==> src/rtl/add_serial_issue.sv <==
// Issue stage in front of the 8-bit bit-serial adder: buffers operand pairs,
// launches one addition at a time, waits a fixed latency and hands the sum downstream.
module add_serial_issue #(
    parameter int DEPTH   = 4,
    parameter int ADD_LAT = 10
) (
    input  logic                       clk,
    input  logic                       rst,
    input  logic                       in_valid,
    output logic                       in_ready,
    input  logic [7:0]                 in_a,
    input  logic [7:0]                 in_b,
    output logic                       add_en,
    output logic [7:0]                 add_a,
    output logic [7:0]                 add_b,
    input  logic [7:0]                 add_out,
    output logic                       res_valid,
    input  logic                       res_ready,
    output logic [7:0]                 res_sum,
    output logic                       busy,
    output logic [$clog2(DEPTH):0]     occ
);
    localparam int PW = $clog2(DEPTH);
    localparam int OW = PW + 1;
    localparam int CW = $clog2(ADD_LAT);

    typedef enum logic [1:0] {S_IDLE, S_LAUNCH, S_WAIT, S_HOLD} state_t;

    state_t          state, state_nx;
    logic [7:0]      mem_a [DEPTH];
    logic [7:0]      mem_b [DEPTH];
    logic [PW-1:0]   wr_ptr, rd_ptr;
    logic [CW-1:0]   cnt;
    logic            push, launch, load_cnt, capture, release_res;

    assign in_ready = (occ != OW'(DEPTH));
    assign push     = in_valid & in_ready;

    always_comb begin
        state_nx    = state;
        launch      = 1'b0;
        load_cnt    = 1'b0;
        capture     = 1'b0;
        release_res = 1'b0;
        case (state)
            S_IDLE: begin
                if (occ != '0) begin
                    launch   = 1'b1;
                    state_nx = S_LAUNCH;
                end
            end
            S_LAUNCH: begin
                load_cnt = 1'b1;
                state_nx = S_WAIT;
            end
            S_WAIT: begin
                if (cnt == '0) begin
                    capture  = 1'b1;
                    state_nx = S_HOLD;
                end
            end
            S_HOLD: begin
                if (res_ready) begin
                    release_res = 1'b1;
                    state_nx    = S_IDLE;
                end
            end
            default: state_nx = S_IDLE;
        endcase
    end

    always_ff @(posedge clk or posedge rst) begin
        if (rst) state <= S_IDLE;
        else     state <= state_nx;
    end

    // Storage needs no reset: occupancy alone decides which entries are live.
    always_ff @(posedge clk) begin
        if (push) begin
            mem_a[wr_ptr] <= in_a;
            mem_b[wr_ptr] <= in_b;
        end
    end

    always_ff @(posedge clk or posedge rst) begin
        if (rst) begin
            wr_ptr <= '0;
            rd_ptr <= '0;
            occ    <= '0;
        end else begin
            if (push)   wr_ptr <= wr_ptr + PW'(1);
            if (launch) rd_ptr <= rd_ptr + PW'(1);
            case ({push, launch})
                2'b10:   occ <= occ + OW'(1);
                2'b01:   occ <= occ - OW'(1);
                default: occ <= occ;
            endcase
        end
    end

    always_ff @(posedge clk or posedge rst) begin
        if (rst) begin
            add_en    <= 1'b0;
            add_a     <= '0;
            add_b     <= '0;
            cnt       <= '0;
            res_valid <= 1'b0;
            res_sum   <= '0;
            busy      <= 1'b0;
        end else begin
            add_en <= launch;
            busy   <= (state_nx != S_IDLE);
            if (launch) begin
                add_a <= mem_a[rd_ptr];
                add_b <= mem_b[rd_ptr];
            end
            // Loaded with ADD_LAT-2 so res_valid rises ADD_LAT cycles after add_en.
            if (load_cnt)
                cnt <= CW'(ADD_LAT - 2);
            else if (state == S_WAIT && cnt != '0)
                cnt <= cnt - CW'(1);
            if (capture) begin
                res_sum   <= add_out;
                res_valid <= 1'b1;
            end else if (release_res) begin
                res_valid <= 1'b0;
            end
        end
    end
endmodule
==> config.mk <==
export PLATFORM = sky130hd
export DESIGN_NAME = add_serial_issue
export DESIGN_NICKNAME = d
export VERILOG_FILES = /design/src/rtl/add_serial_issue.sv
export SDC_FILE = /design/constraint.sdc
export NUM_CORES = 1
export LEC_CHECK = 0
export CORE_ASPECT_RATIO = 0.7
export CORE_MARGIN = 2
export CORE_UTILIZATION = 35
export CTS_CLUSTER_SIZE = 16
export DETAILED_ROUTE_END_ITERATION = 12
export GPL_TIMING_DRIVEN = 0
export HOLD_SLACK_MARGIN = 0.02
export PLACE_DENSITY_LB_ADDON = 0.1
export SETUP_SLACK_MARGIN = 0.15
export SLEW_MARGIN = 5
export SYNTH_ARGS = -nofsm -noshare
export SYNTH_HDL_FRONTEND = slang
export SYNTH_SLANG_ARGS = --single-unit
export TNS_END_PERCENT = 30
==> constraint.sdc <==
create_clock -name clk -period 2.85 [get_ports clk]
set_clock_uncertainty 0.05 [all_clocks]
set_input_delay 0.4275 -clock clk [delete_from_list [all_inputs] [get_ports clk]]
set_output_delay 0.4275 -clock clk [all_outputs]
set_load 0.005 [all_outputs]
==> key figures <==
Status
  • Status: complete, no violations

Drt
  • Via count: 2,110
  • Antenna-violating nets left: 0
  • DRC violation total after the first TritonRoute iteration: 262
  • WL per Instance: 16.2 um
  • DRC Markers: 0
  • Drt total wl: 7.35 mm
  • Drt first pass iters: 4
  • Vias/cell: 4.65

Power and ir drop
  • Clk network pwr share: 21.0%
  • Part of the power in registers: 42.8%
  • Cell Pwr Density: 1040 nW/um2
  • Cell Int Power: 3.90 mW
  • Sw Share: 28.5%
  • VDD IR max: 0.465 mV
  • NetSw: 1.55 mW
  • Logic pwr share: 36.2%
  • Overall power: 5.45 mW
  • Leakage power: 1.95 nW

Floorplan
  • DIE AREA: 12,800 um2
  • Die width: 134 um
  • Top Ports: 59
  • Core ar.: 11,600 um2
  • Initial Util: 35.8%
  • Die Y: 95.3 um
  • FP Rows: 33

Clock tree
  • Gates resized, CTS repair: 0
  • Cts-stage hold buffer count: 0
  • TritonCTS buffer count: 9
  • H-tree depth: 3
  • Worst skew pair latency: 0.34 ns
  • Clk sinks: 104
  • Clock transition at the registers of the reported paths: 0.07 ns
  • Root buffer cell: clkbuf_16
  • CTS tree: done
  • Clk buf depth: 2
  • Post-CTS Setup Repair Bufs: 0

Finish
  • Area Growth Syn to Fin: 26.0%
  • Final Non-Filler Cells: 454
  • # diodes: 0
  • Layout Utilization: 45.0%
  • Most frequent cells in the layout: 64 x edfxtp_1, 58 x clkdlybuf4s50_1, 40 x dfrtp_1
  • Commonest non-fill, non-tap cell in the layout: edfxtp_1
  • Share of cells above drive strength 1: 19.5%
  • Number of fill cells in the layout: 1,035
  • Nets@finish: 328

Synth
  • Syn Area/Cell: 18.8 um2
  • Synthesized area: 4160 um2
  • Largest area contributor in the netlist: edfxtp_1
  • Sequential area share after synthesis: 70.2%
  • Synthesized instance count: 222
  • Count of cell types in the netlist: 35
  • Yosys warning total: 0
  • Leading post-synthesis cells by cell area: edfxtp_1 46%, dfrtp_1 24%, mux4_1 5.0%
  • Net Count, Synth: 258
  • FF+latch count, synth: 104
  • Synth top area share: 46.2%

Global route
  • Tot GR Track Use: 12.9%
  • Grt ovf: 0
  • Initial antenna violation count: 0
  • First-pass GRT wire length: 11.8 mm
  • Largest net degree at the start of global routing: 22
  • Vias in the first global route: 2,121

Critical path
  • Crit end category: flop
  • Reg2reg setup slack: 0.48 ns
  • Worst setup endpoint: occ[2]
  • Crit path from: state[1]
  • CP Data Arrival Time: 2.59 ns
  • Worst r2r src: state[1]
  • Worst setup SP type: flop
  • Critical setup path kind: flop to flop
  • Worst Reg-to-Reg Cells: 10
  • Req. time, crit path: 3.07 ns
  • CP Max Fanout: 11
  • R2R Path End: occ[2]

STA
  • Setup_tns: 0 ns
  • Max_slew headroom: 38.8%
  • Max-slew violation count: 0
  • Crit path time final: 2.37 ns
  • Slew @ Worst Pin: 0.918 ns
  • Unrepaired setup endpoints after global routing: no
  • Fmax: 422 MHz
  • Final hold violations: 0
  • Crit share post-route: 83.2%
  • # setup viols final: 0
  • Post-route setup slack: 0.479 ns

Placed design
  • Placed cells: 438
  • Place WS: 0.437 ns
  • Buffers on Ports: 58
  • Post-DP HPWL: 4.82 mm
  • Placer Congestion: 0.762

Flow run
  • Max_cap viols: 0

Min path
  • Hold/Removal Path Class: primary input to asynchronous set/reset pin
layer usage:
metal  wire [um]  track usage (%)  up-vias
met4         105             4.47        0
met2        3330             19.1       38
met3         294             4.31       11
li1            -                -      986
met1        3620             17.9     1075
met5           0                0        -
critical path, stage by stage (launching register included):
cell	delay [ns]
dfrtp_1	0.40
nor2_1	0.25
nand2b_2	0.14
inv_2	0.20
buf_6	0.23
ha_1	0.20
inv_1	0.06
fa_1	0.37
xor2_1	0.15
nor2_1	0.11
xor2_1	0.14
Yosys cell counts (all sizes together):
cell / n
edfxtp: 64
dfrtp: 40
mux2: 26
mux4: 16
inv: 12
ha: 7
and3: 5
nor2: 5
o21ai: 5
buf: 4
nand2: 4
xnor2: 4
a21oi: 3
clkbuf: 3
nand3b: 3
nor2b: 3
nor3: 2
nor3b: 2
o22ai: 2
or3b: 2
xor2: 2
a22oi: 1
a311o: 1
and2: 1
fa: 1
nand2b: 1
nand4bb: 1
o211ai: 1
o41ai: 1
power by group through the flow:
stage	Sequential (mW)	Clock (mW)	Combinational, mW
6_report	2.33	1.15	1.97
5_1_grt	2.39	1.25	2.18
4_1_cts	2.34	1.19	2.02
3_5_place_dp	2.36	0	2.02
3_3_place_gp	2.35	0	1.99
2_1_floorplan	2.33	0	1.23
per-stage QoR:
step	hold slack, ns	instance area [um2]
6_report	0.390	5250
5_1_grt	0.434	5250
4_1_cts	0.387	5250
3_5_place_dp	0.442	4970
3_3_place_gp	0.435	4940
2_1_floorplan	0.440	4160
worst min path at each step:
| stage | cells after the start | end | start | slack [ns] |
|---|---|---|---|---|
| after CTS | 2 | res_sum[4] | rst | 0.39 |
| after floorplan | 2 | res_valid | res_valid | 0.44 |
| after detailed placement | 1 | res_sum[3] | res_sum[3] | 0.44 |
| after global routing | 2 | add_a[5] | rst | 0.43 |
| final | 2 | add_a[5] | rst | 0.39 |
| after global placement | 2 | res_valid | res_valid | 0.44 |
layout make-up:
type	instances	area (um2)	share of cell area [%]
Timing Repair Buffer	59	608	11.6
Clock buffer	12	246	4.70
Sequential cell	104	2920	55.7
Clock inverter	4	30.0	0.573
Buffer	7	58.8	1.12
Multi-Input combinational cell	99	1140	21.7
Tap cell	157	196	3.75
Inverter	12	45.0	0.859
flip-flops by register name, summed over array words and instances (netlist names), 2 cells and up:
name,count
cnt,4
rd_ptr,2
occ,3
add_b,8
wr_ptr,2
add_a,8
mem_a,32
mem_b,32
res_sum,8
state,2
cell families after synthesis:
family | after synthesis | share of synthesized area, %
compound gates | 14 | 2.07
xor+xnor | 6 | 1.26
fa+ha+maj | 8 | 2.58
buf+inv | 19 | 2.49
flops | 104 | 70.2
mux | 42 | 17.1
simple gates | 29 | 4.27
Note: power is estimated with default switching activity, not from simulation.
